$ cat config.mk
export PLATFORM = sky130hd
export DESIGN_NAME = de_morgan2_a
export DESIGN_NICKNAME = d
export VERILOG_FILES = /design/src/rtl/de_morgan_pkg.sv /design/src/rtl/de_morgan_nor2_core.sv /design/src/rtl/de_morgan2_a.sv
export SDC_FILE = /design/constraint.sdc
export NUM_CORES = 1
export LEC_CHECK = 0
export ABC_CLOCK_PERIOD_IN_PS = 1680
export CORE_MARGIN = 2
export CORE_UTILIZATION = 44
export CTS_BUF_LIST = sky130_fd_sc_hd__clkbuf_4
export DETAILED_ROUTE_END_ITERATION = 6
export GPL_TIMING_DRIVEN = 0
export PLACE_DENSITY = 0.81
export SKIP_CTS_REPAIR_TIMING = 1
export SLEW_MARGIN = 20
export SYNTH_ARGS = -nofsm -noshare
export SYNTH_HDL_FRONTEND = slang
export SYNTH_HIERARCHICAL = 1
export SYNTH_SLANG_ARGS = --single-unit
$ cat constraint.sdc
create_clock -name clk -period 1.68 [get_ports clk]
set_input_delay 0.336 -clock clk [delete_from_list [all_inputs] [get_ports clk]]
set_output_delay 0.336 -clock clk [all_outputs]
set_load 0.05 [all_outputs]
$ cat src/rtl/de_morgan_pkg.sv
// Shared types and constants for the De Morgan second-law (form a) cell.
package de_morgan_pkg;

  localparam int unsigned DEFAULT_CNT_W = 16;

  // Bit {a,b} holds NOR(a,b); only the 00 entry is 1.
  localparam logic [3:0] NOR2_TT = 4'b0001;

  typedef logic [1:0] ab_t;

endpackage

$ cat src/rtl/de_morgan_nor2_core.sv
// Purely combinational core: NOR form and its De Morgan AND-of-inverses equivalent.
module de_morgan_nor2_core (
  input  logic a,
  input  logic b,
  output logic y_nor,
  output logic y_and
);

  assign y_nor = ~(a | b);
  assign y_and = ~a & ~b;

endmodule

$ cat src/rtl/de_morgan2_a.sv
// NOR2 leaf cell with registered copies, sticky equivalence checker, input coverage
// and a saturating sample counter.
module de_morgan2_a
  import de_morgan_pkg::*;
#(
  parameter int unsigned CNT_W = DEFAULT_CNT_W
) (
  input  logic             clk,
  input  logic             rst,
  input  logic             a,
  input  logic             b,
  input  logic             clr,
  output logic             c,
  output logic             c_q,
  output logic             c_alt_q,
  output logic             err,
  output logic [3:0]       cov,
  output logic [CNT_W-1:0] cnt
);

  logic y_nor;
  logic y_and;
  logic valid;
  ab_t  ab;

  de_morgan_nor2_core u_core (
    .a     (a),
    .b     (b),
    .y_nor (y_nor),
    .y_and (y_and)
  );

  assign c  = y_nor;
  assign ab = {a, b};

  always_ff @(posedge clk) begin
    if (rst) begin
      c_q     <= 1'b0;
      c_alt_q <= 1'b0;
      valid   <= 1'b0;
      err     <= 1'b0;
      cov     <= '0;
      cnt     <= '0;
    end else begin
      c_q     <= y_nor;
      c_alt_q <= y_and;
      valid   <= 1'b1;
      if (clr) begin
        err <= 1'b0;
        cov <= '0;
        cnt <= '0;
      end else begin
        // Compares the registered pair from the previous edge; valid masks the first post-reset edge.
        err     <= err | (valid & (c_q ^ c_alt_q));
        cov[ab] <= 1'b1;
        if (cnt != '1)
          cnt <= cnt + 1'b1;
      end
    end
  end

endmodule

==> qor.yml, run 1 <==
clock_skew_ns: 0.00342
p_leak_nw: 0.996
grt_overflow: 0
drive_above_1_share_pct: 29.0
drt_iter0_markers: 13
wl_um: 2630
dp.cells: 172
portBuffers: 28
synth_cell_types: 34
start_kind: "register"
die_w_um: 53.3
clock_sinks: 24
grt_max_degree: 15
antenna-diode-count: 0
avgSynthCellArea_um2: 9.21
coreArea_mm2: 0.00225
crit_arrival_ns: 1.89
syn_area_mm2: 0.00107
firstDrtPassIters: 4
hold_viol_final: 0
crit_path_end_kind: "register"
wl_per_cell_um: 14.4
seq_area_frac_synth_pct: 45.0
drc_errors: 0
nets: 162
holdCritPathClass: "reg -> reg"
max_cap_violations: 0
place.gp.congestion: 0.818
path_class: "reg -> reg"
total_power_mw: 1.10
finalMaxSlewViolations: 0
post-synth-top-area-cell: "dfxtp_1"
synth_flop_cell: "dfxtp_1"
timing.setup.tns_ns: 0
synth_top_area_share_pct: 45.0
num_io_pins: 29
path_max_fanout: 8
htree_levels: 1
relSlewSlack_pct: 65.5
fin_crit_ns: 1.62
syn_nets: 122
antenna_found_initial: 0
synth.area.top_cells: "dfxtp_1, a21oi_1, or4_1"
peakVddDrop_uv: 578
clockRootBuffer: "clkbuf_4"
synth_edf_count: 0
setup_violations: 0
cts_tree: "yes"
place_hpwl_um: 1790
ys_warn_count: 6
status: "complete, no violations"
vias: 1010
fmax_mhz: 616
yosys_register_bits: 24
p_per_area_mw_per_mm2: 671
grt_usage_pct: 19.8
synth_commonest_cells: "dfxtp_1, a21oi_1, nor2_1"
synth_cells: 116
yosysMostFrequentCell: "dfxtp_1"
grt_pass1_wl_um: 4120
synthToLayoutAreaGrowth_pct: 53.3
floorplan.initialDensity_pct: 47.4
required_ns: 1.95
timing.final.crit_share_pct: 96.6
async_flop_share_pct: 0
holdWs_ns: 0.481
grt_pass1_vias: 916
worstMarginPinSlew_ns: 0.517
cts_buffers: 3
detail-route-antenna-nets: 0
vias_per_cell: 5.52
die_area_mm2: 0.00284
cts_buffer_depth: 2
insertion_delay_ns: 0.32
fin_cells: 183
clk_pin_slew_worst_paths_ns: 0.13
die_y_um: 53.3
row_count: 17
## area by class of cell
cell class                      instances  area, µm²
Fill cell                             173        617
Multi-Input combinational cell         82        571
Sequential cell                        24        523
Timing Repair Buffer                   35        388
Buffer                                  6       53.8
Tap cell                               28       35.0
Clock inverter                          1       30.0
Clock buffer                            3       22.5
Inverter                                4       15.0
## kinds of logic (layout without fill, tap and decap cells)
group	count (synthesis)	after routing	synth area share, %
adders and majority gates	1	1	1.17
xor gates and xnor gates	6	6	4.92
AOI/OAI and AO/OA	26	26	14.6
buffers and inverters	10	49	5.85
and+or+nand+nor	49	49	28.5
DFF	24	24	45.0
## placed cells by master, fill, tap and decap left out, types with 3 or more instances in the layout
cell / synthesis / routed
xor2_1: 3 / 3
dfxtp_4: 0 / 9
inv_1: 4 / 4
buf_4: 2 / 9
clkdlybuf4s50_1: 0 / 4
nor4_1: 3 / 3
or4_1: 6 / 5
dfxtp_2: 0 / 7
dfxtp_1: 24 / 8
o21ai_0: 3 / 3
o31ai_1: 4 / 4
nand2_1: 5 / 5
dlymetal6s2s_1: 0 / 23
xnor2_1: 3 / 3
a21oi_1: 14 / 13
clkbuf_4: 0 / 4
buf_6: 2 / 3
nor2_1: 11 / 10
nand3_1: 6 / 5
## worst max-delay path, stage by stage (launching register included)
cell and delay [ns]:
dfxtp_2 0.42, nand3_2 0.11, or2_0 0.24, buf_2 0.16, or4_1 0.49, a21oi_2 0.15
## power by group
group          internal (mW)  switching (mW)  total (mW)  leakage, nW
Combinational         0.0424          0.0623       0.105        0.763
Sequential             0.566         0.00758       0.573        0.205
Clock                  0.242           0.180       0.421       0.0279
Total                  0.850           0.249        1.10        0.996
## metrics by stage
step / utilization, % / cell area (µm²) / setup WS, ns
after floorplan: - / 1130 / -0.00394
after global placement: 64.2 / 1450 / -0.505
after detailed placement: 64.2 / 1450 / -0.514
after CTS: 66.5 / 1500 / -0.517
after global routing: 72.6 / 1640 / -0.0293
final: 72.6 / 1640 / 0.0565
## registers in the layout (all words and copies together) (netlist names)
register,flops
cnt,16
c_q,1
valid,1
err,1
cov,4
c_alt_q,1
## worst paths after layout
path / startpoint / to / slack, ns / cells past startpoint
max: cnt[4]$_SDFFE_PP0P_ / cnt[11]$_SDFFE_PP0P_ / 0.06 / 5
min: cov[2]$_SDFF_PP0_ / cov[2]$_SDFF_PP0_ / 0.48 / 2
max reg2reg: cnt[4]$_SDFFE_PP0P_ / cnt[11]$_SDFFE_PP0P_ / 0.06 / 5
min reg2reg: cov[2]$_SDFF_PP0_ / cov[2]$_SDFF_PP0_ / 0.48 / 2
## layer usage
metal / vias up / global-route usage, % / wire (µm)
li1: 504 / - / -
met1: 469 / 26.6 / 1180
met2: 31 / 31.9 / 1240
met3: 6 / 3.11 / 162
met4: 0 / 6.41 / 53
met5: - / 0 / 0
Note: power is estimated with default switching activity, not from simulation.
==> inputs of run 2 (changes only) <==
Settings changed: CTS_CLUSTER_DIAMETER from default to 100.
==> results of run 2 <==
The final DEF is identical to that of run 1; final timing and power are the same.
==> inputs of run 3 (changes only) <==
Settings changed: ABC_CLOCK_PERIOD_IN_PS 1680 to 1520, CORE_UTILIZATION 44 to 49, PLACE_DENSITY 0.81 to 0.85.
Clock period 1.68 ns to 1.52 ns, I/O delays scaled along.
==> run 3 against run 2 <==
- clock skew rose by 0.010 ns
- the run now ends with setup timing left
- utilization increased by 16 points
- total power is 4.3% lower
- global-route usage decreased by 0.32 points
==> qor.yml, run 3 (synthesis gave the netlist of run 1 again) <==
fin_cells: 192  # +4.9%
detail-route-antenna-nets: 0  # unchanged
clockRootBuffer: "clkbuf_4"
total_power_mw: 1.05  # -4.3%
dp.cells: 171  # -0.58%
swShare_pct: 25.4  # +2.7 points
placed_area_mm2: 0.00146  # +1.0%
vias_per_cell: 5.89  # +6.6%
crit_arrival_ns: 1.88  # about the same
pwr-share-clk_pct: 29.0  # -9.3 points
grt_max_degree: 14  # -1
die_w_um: 50.7  # -4.9%
drive_above_1_share_pct: 39.4  # +10 points
required_ns: 1.77  # -0.18 ns
status: "complete, but fails checks"
fin_util_pct: 88.6  # +16 points
seq_power_share_pct: 59.3  # +7.1 points
portBuffers: 28  # unchanged
max_flop_register: "cnt"
die_area_mm2: 0.00257  # -9.5%
finalWorstSetupSlack_ns: -0.107  # -0.164 ns
holdCritPathClass: "in -> reg"
firstDrtPassIters: 4  # unchanged
worstMarginPinSlew_ns: 0.517  # +0.000186 ns
synthToLayoutAreaGrowth_pct: 66.0
p_sw_mw: 0.268  # +7.2%
setup_violations: 13  # +13
timing.setup.tns_ns: -0.540  # -0.540 ns
max_cap_violations: 0  # unchanged
reg2reg_slack_ns: -0.11  # -0.16 ns
clock_skew_ns: 0.0137  # +0.0102 ns
wl_per_cell_um: 17.8  # +24%
start_kind: "register"
design_area_mm2: 0.00177  # +8.3%
fin_crit_ns: 1.63  # +0.00387 ns
vias: 1130  # +12%
num_io_pins: 29  # unchanged
rsz0062_at_grt: "yes"
peakVddDrop_uv: 618  # +6.9%
final_common_cell: "dlymetal6s2s_1"
p_per_area_mw_per_mm2: 593  # -12%
crit_path_end_kind: "register"
coreArea_mm2: 0.00200  # -11%
most-common-layout-cells: "dlymetal6s2s_1, buf_4, dfxtp_4, a21oi_1, nor2_1"
htree_levels: 1  # unchanged
grt_usage_pct: 19.4  # -0.32 points
reg_top3: "cnt (16), cov (4)"
row_count: 16  # -1
path_class: "reg -> reg"
clock_sinks: 24  # unchanged
cts_tree: "yes"
die_y_um: 50.7  # -4.9%
floorplan.initialDensity_pct: 53.4  # +6.0 points
hold_viol_final: 0  # unchanged
clk_pin_slew_worst_paths_ns: 0.14  # about the same
violations: "setup timing"
largest_register_ffs: 16  # unchanged
fmax_mhz: 614  # -0.24%
antenna-diode-count: 0  # unchanged
p_leak_nw: 1.04  # +4.7%
place.gp.congestion: 0.826  # +0.90%
timing.final.crit_share_pct: 107  # +10 points
antenna_found_initial: 0  # unchanged
power_frac_comb_pct: 11.7  # +2.2 points
wl_um: 3410  # +30%
cts_buffer_depth: 2  # unchanged
nets: 172  # +6.2%
drt_iter0_markers: 39  # +26
grt_use_met1_pct: 23.4  # -3.2 points
grt_pass1_vias: 921  # +0.55%
grt_pass1_wl_um: 3820  # -7.2%
place_hpwl_um: 1640  # -8.5%
grtUsageMet2_pct: 34.2  # +2.3 points
drc_errors: 0  # unchanged
finalMaxSlewViolations: 0  # unchanged
insertion_delay_ns: 0.31  # about the same
grt_most_used_layer: "met2"
cts_buffers: 3  # unchanged
relSlewSlack_pct: 65.5  # about the same
grt_use_met3_pct: 2.98  # -0.13 points
grt_overflow: 0  # unchanged
p_int_mw: 0.784  # -7.7%
path_max_fanout: 8  # unchanged
-- run 3: cell count changes in the layout (fill, tap and decap cells not counted), sizes merged --
cell,previous run,this run
clkbuf,4,7
bufinv,1,0
clkdlybuf4s50,4,3
buf,13,23
dlymetal6s2s,23,22
-- run 3: path summary, 6_finish.rpt --
check	startpoint	endpoint	depth (start not counted)
setup / recovery	cnt[2]$_SDFFE_PP0P_	cnt[11]$_SDFFE_PP0P_	5
hold / removal	rst	valid$_DFF_P_	2
setup reg to reg	cnt[2]$_SDFFE_PP0P_	cnt[11]$_SDFFE_PP0P_	5
hold reg to reg	cov[2]$_SDFF_PP0_	cov[2]$_SDFF_PP0_	2
-- run 3: area by class of cell --
| class | count | area [µm²] |
|---|---|---|
| Sequential cell | 24 | 536 |
| Fill cell | 90 | 228 |
| Tap cell | 27 | 33.8 |
| Buffer | 6 | 60.1 |
| Timing Repair Buffer | 45 | 462 |
| Inverter | 4 | 15.0 |
| Clock buffer | 4 | 30.0 |
| Multi-Input combinational cell | 82 | 638 |
-- run 3: critical path, cell delays in order (launching register included) --
cell     delay (ns)
dfxtp_4        0.45
nand3_4        0.11
or2_0          0.22
buf_4          0.16
or4_1          0.47
a21oi_1        0.16
-- run 3: metal layers --
metal / share of wire, % / wire length [µm]
met1: 42 / 1440
met2: 48 / 1660
met3: 6.2 / 211
met4: 3.0 / 102
met5: 0 / 0
-- run 3: power groups by stage --
stage	Combinational [mW]	Sequential [mW]	Clock (mW)
2_1_floorplan	0.0371	0.671	0
3_3_place_gp	0.109	0.640	0
3_5_place_dp	0.110	0.640	0
4_1_cts	0.110	0.626	0.312
5_1_grt	0.130	0.625	0.337
6_report	0.123	0.624	0.305
-- run 3: per-stage QoR --
step	setup slack (ns)	hold WS, ns
floorplan	-0.163	0.361
finish	-0.107	0.255
global placement	-0.611	0.446
global route	-0.173	0.269
detailed placement	-0.618	0.460
CTS	-0.625	0.480
==> patch 1, RTL diff (flow settings as in run 3) <==
Put one more register stage on the output `cnt`. The value now appears one clock later. The other outputs are not delayed to match.
--- a/src/rtl/de_morgan2_a.sv
+++ b/src/rtl/de_morgan2_a.sv
@@ -18,4 +18,6 @@
   output logic [CNT_W-1:0] cnt
 );
+
+  logic [CNT_W-1:0] cnt_s0;
 
   logic y_nor;
@@ -41,5 +43,5 @@
       err     <= 1'b0;
       cov     <= '0;
-      cnt     <= '0;
+      cnt_s0  <= '0;
     end else begin
       c_q     <= y_nor;
@@ -49,15 +51,19 @@
         err <= 1'b0;
         cov <= '0;
-        cnt <= '0;
+        cnt_s0 <= '0;
       end else begin
         // Compares the registered pair from the previous edge; valid masks the first post-reset edge.
         err     <= err | (valid & (c_q ^ c_alt_q));
         cov[ab] <= 1'b1;
-        if (cnt != '1)
-          cnt <= cnt + 1'b1;
+        if (cnt_s0 != '1)
+          cnt_s0 <= cnt_s0 + 1'b1;
       end
     end
   end
 
+  always_ff @(posedge clk) begin
+    cnt <= cnt_s0;
+  end
+
 endmodule
 
Formal check against the unedited RTL: not equivalent (Yosys sat finds a counterexample within 4 cycles, from zero or initial values and one cycle with rst high).
==> patch 1 against run 3 <==
The flow still finishes with violations (negative setup slack); clock power grew 82%; non-clock buffer count shrank 3; wire length shrank 2.2%; fmax shrank 0.81%; largest power group unchanged; cell area grew 13%; worst setup slack lost 0.013 ns; critical path type unchanged; synthesized area grew 26%; first-iteration DRC count shrank 18%; sequential cell count grew 16; critical endpoint is now cnt_s0[10]; critical path depth grew 1; power grew 63%.
==> patch 1: results (changes against run 3) <==
- Largest registers: cnt (16), cnt_s0 (16), cov (4)
- Total Nets Final: 188 (+9.3%)
- Synth Area in Compound Gates: 12.77% (-1.9 points)
- Post-DP Area: 1718 um2 (+17%)
- Gr usage total: 17.68% (-1.8 points)
- Switching component of the power: 0.4157 mW (+55%)
- Final GP Congestion: 0.7624 (-7.7%)
- Endpoint, Worst Hold: cnt[11]
- Layout non-clock buf frac: 24.27% (-5.1 points)
- Comb_multi_in: 80 (-2.4%)
- Finished Cell Area: 2011 um2 (+13%)
- CTS Buf Count: 5 (+2)
- Worst R2R Path Depth: 6 (+1)
- Clk cell area share: 2.862% (+1.2 points)
- Non-clk bufs: 48 (-5.9%)
- Hold Startpoint: cnt_s0[11]
- Inverters excl. clock: 7 (+3)
- Vias/cell: 5.563 (-5.5%)
- Leak Pwr: 1.131 nW (+8.4%)
- Synth Area in Adders: 0.9320% (-0.24 points)
- Sequential cell area share: 41.94% (+12 points)
- Clkbuf count: 7 (+3)
- Setup_tns: -0.8340 ns (-0.2938 ns)
- Failing checks: negative setup slack
- Final Setup Violations: 11 (-2)
- Share of layout cells above drive strength 1: 30.60% (-8.8 points)
- Status: complete, but fails checks
- Power share of the combinational group: 6.3% (-5.4 points)
- Final setup margin: -0.1206 ns (-0.01323 ns)
- Top cells by area in the synthesized netlist: dfxtp_1, a21oi_1, nor2_1, xnor2_1, nor4_1
- Largest net degree at the start of global routing: 13 (-1)
- CP max stage delay: 0.39 ns (-0.08 ns)
- Seq/Total Area, Yosys: 59.65% (+15 points)
- CTS H-Tree Depth: 2 (+1)
- Filler cell count in the final layout: 163 (+81%)
- Worst-path clk slew: 0.11 ns (-0.03 ns)
- XOR/XNOR Fraction of Synth Area: 3.262% (-1.7 points)
- Worst-Margin Slew: 0.5162 ns (-0.0006056 ns)
- Critical-path maximum fanout: 7 (-1)
## patch 1: through the flow
stage	setup WS, ns	std cells	util [%]
finish	-0.1206	213	79.01
global route	-0.2092	213	79.01
CTS	-0.6355	198	69.76
detailed placement	-0.6286	190	67.50
global placement	-0.6061	190	67.50
floorplan	-0.04406	132	-
## patch 1: how the worst max path moves through the flow
stage / start / endpoint / slack, ns / cells past startpoint
3_3_place_gp: b / c / -0.61 / 4
2_1_floorplan: cnt_s0[1] / cnt_s0[11] / -0.04 / 6
4_1_cts: b / c / -0.64 / 4
6_report: cnt_s0[7] / cnt_s0[10] / -0.12 / 6
3_5_place_dp: b / c / -0.63 / 4
5_1_grt: cnt_s0[7] / cnt_s0[9] / -0.21 / 6
## patch 1: metal layers
layer  vias to the layer above  share of wire, %  track usage, %
met5                         -                 0               0
met4                         0               1.7           9.184
met3                         5               6.8           5.300
met2                        59                52           29.92
met1                       551                39           19.97
li1                        570                 -               -
==> patch 2, RTL diff (config.mk and constraints of run 3) <==
Without the edit above. `DEFAULT_CNT_W`: 16 -> 32.
--- a/src/rtl/de_morgan_pkg.sv
+++ b/src/rtl/de_morgan_pkg.sv
@@ -2,5 +2,5 @@
 package de_morgan_pkg;
 
-  localparam int unsigned DEFAULT_CNT_W = 16;
+  localparam int unsigned DEFAULT_CNT_W = 32;
 
   // Bit {a,b} holds NOR(a,b); only the 00 entry is 1.
Ports: changed (resized cnt); port bits go from 29 to 45. The function was not compared with the original's and may differ.
==> patch 2 against run 3 <==
The run still ends with negative setup slack left; global-route usage rose by 3.8 points; count of clock-buffer cells in the layout is 1 higher; wire length is 96% higher; die area is 68% higher; sequential cell count rose by 16; power up 61%; worst setup slack got worse by 0.32 ns; hold slack got worse by 0.042 ns; cell area increased by 76%; synthesized area increased by 75%; critical path depth increased by 1; critical endpoint is now cnt[25].
==> patch 2: results (changes against run 3) <==
- Slowest stage cell, crit path: or4_4
- First-pass GRT wire length: 7.769 mm (+100%)
- Multiplexer area fraction after synthesis: 1.070% (+1.1 points)
- Pre-CTS WS: -0.8667 ns (-0.2488 ns)
- Routed wire length per instance: 18.72 um (+5.3%)
- Maximum vdd ir drop: 0.5669 mV (-8.2%)
- Synth unique cells: 40 (+18%)
- Failing checks: negative setup slack
- Final Setup Violations: 33 (+20)
- Gr usage total: 23.23% (+3.8 points)
- Cell Count, Final, Fillers Out: 357 (+86%)
- Inverters excl. clock: 8 (+4)
- Met2 usage: 37.37% (+3.2 points)
- Pwr/cell area: 544.4 nW/um2 (-8.1%)
- Dpl hpwl: 3.347 mm (+100%)
- Top cells by area in the synthesized netlist: dfxtp_1, xnor2_1, nor2_1, nand2_1, a21oi_1
- Share of layout cells above drive strength 1: 45.95% (+6.6 points)
- Slew Limit Headroom: 46.34% (-19 points)
- Vias/cell: 6.036 (+2.6%)
- Critical-path maximum fanout: 5 (-3)
- Vias in the first global route: 1791 (+94%)
- CP max stage delay: 0.51 ns (+0.04 ns)
- Clkbuf count: 5 (+1)
- Clk_skew: 0.01478 ns (+0.001114 ns)
- CTS H-Tree Depth: 2 (+1)
- Top cells by count, synth: dfxtp_1, nor2_1, nand2_1, a21oi_1, xnor2_1
- Total Nets Final: 314 (+83%)
- Avg Synthesized Cell Area: 8.351 um2 (-9.3%)
- Final setup margin: -0.4232 ns (-0.3158 ns)
- Non-clk bufs: 87 (+71%)
- Setup_tns: -9.566 ns (-9.026 ns)
- Reg area: 895.9 um2 (+67%)
- Status: complete, but fails checks
- Synth Area in Compound Gates: 14.18% (-0.46 points)
- Cell count after placement: 316 (+85%)
- Synth Area in Adders: 0.6689% (-0.50 points)
- DR iter-0 viols: 259 (+560%)
- Port bufs: 44 (+57%)
patch 2: metal layers:
metal	part of all wire (%)	up-vias
met3	7.9	25
met5	0	-
met2	48	122
met4	3.8	0
met1	40	1022
li1	-	986
patch 2: power by group:
group | total (mW) | internal (mW) | switching [mW]
clock | 0.541 | 0.170 | 0.371
sequential | 1.03 | 1.02 | 0.00879
combinational | 0.127 | 0.0432 | 0.0840
total | 1.70 | 1.23 | 0.464
patch 2: worst paths after layout:
check | endpoint | slack (ns)
worst min register to register | cnt[9] | 0.48
worst min-delay path | valid | 0.21
worst max-delay path | cnt[25] | -0.42
worst max register to register | cnt[25] | -0.42
patch 2: critical path, delay by kind of cell (launching register included):
| kind | cells | cell delay [ns] |
|---|---|---|
| AOI/OAI and AO/OA | 1 | 0.12 |
| buffers and inverters | 1 | 0.14 |
| and+or+nand+nor | 4 | 1.23 |
| DFF | 1 | 0.39 |
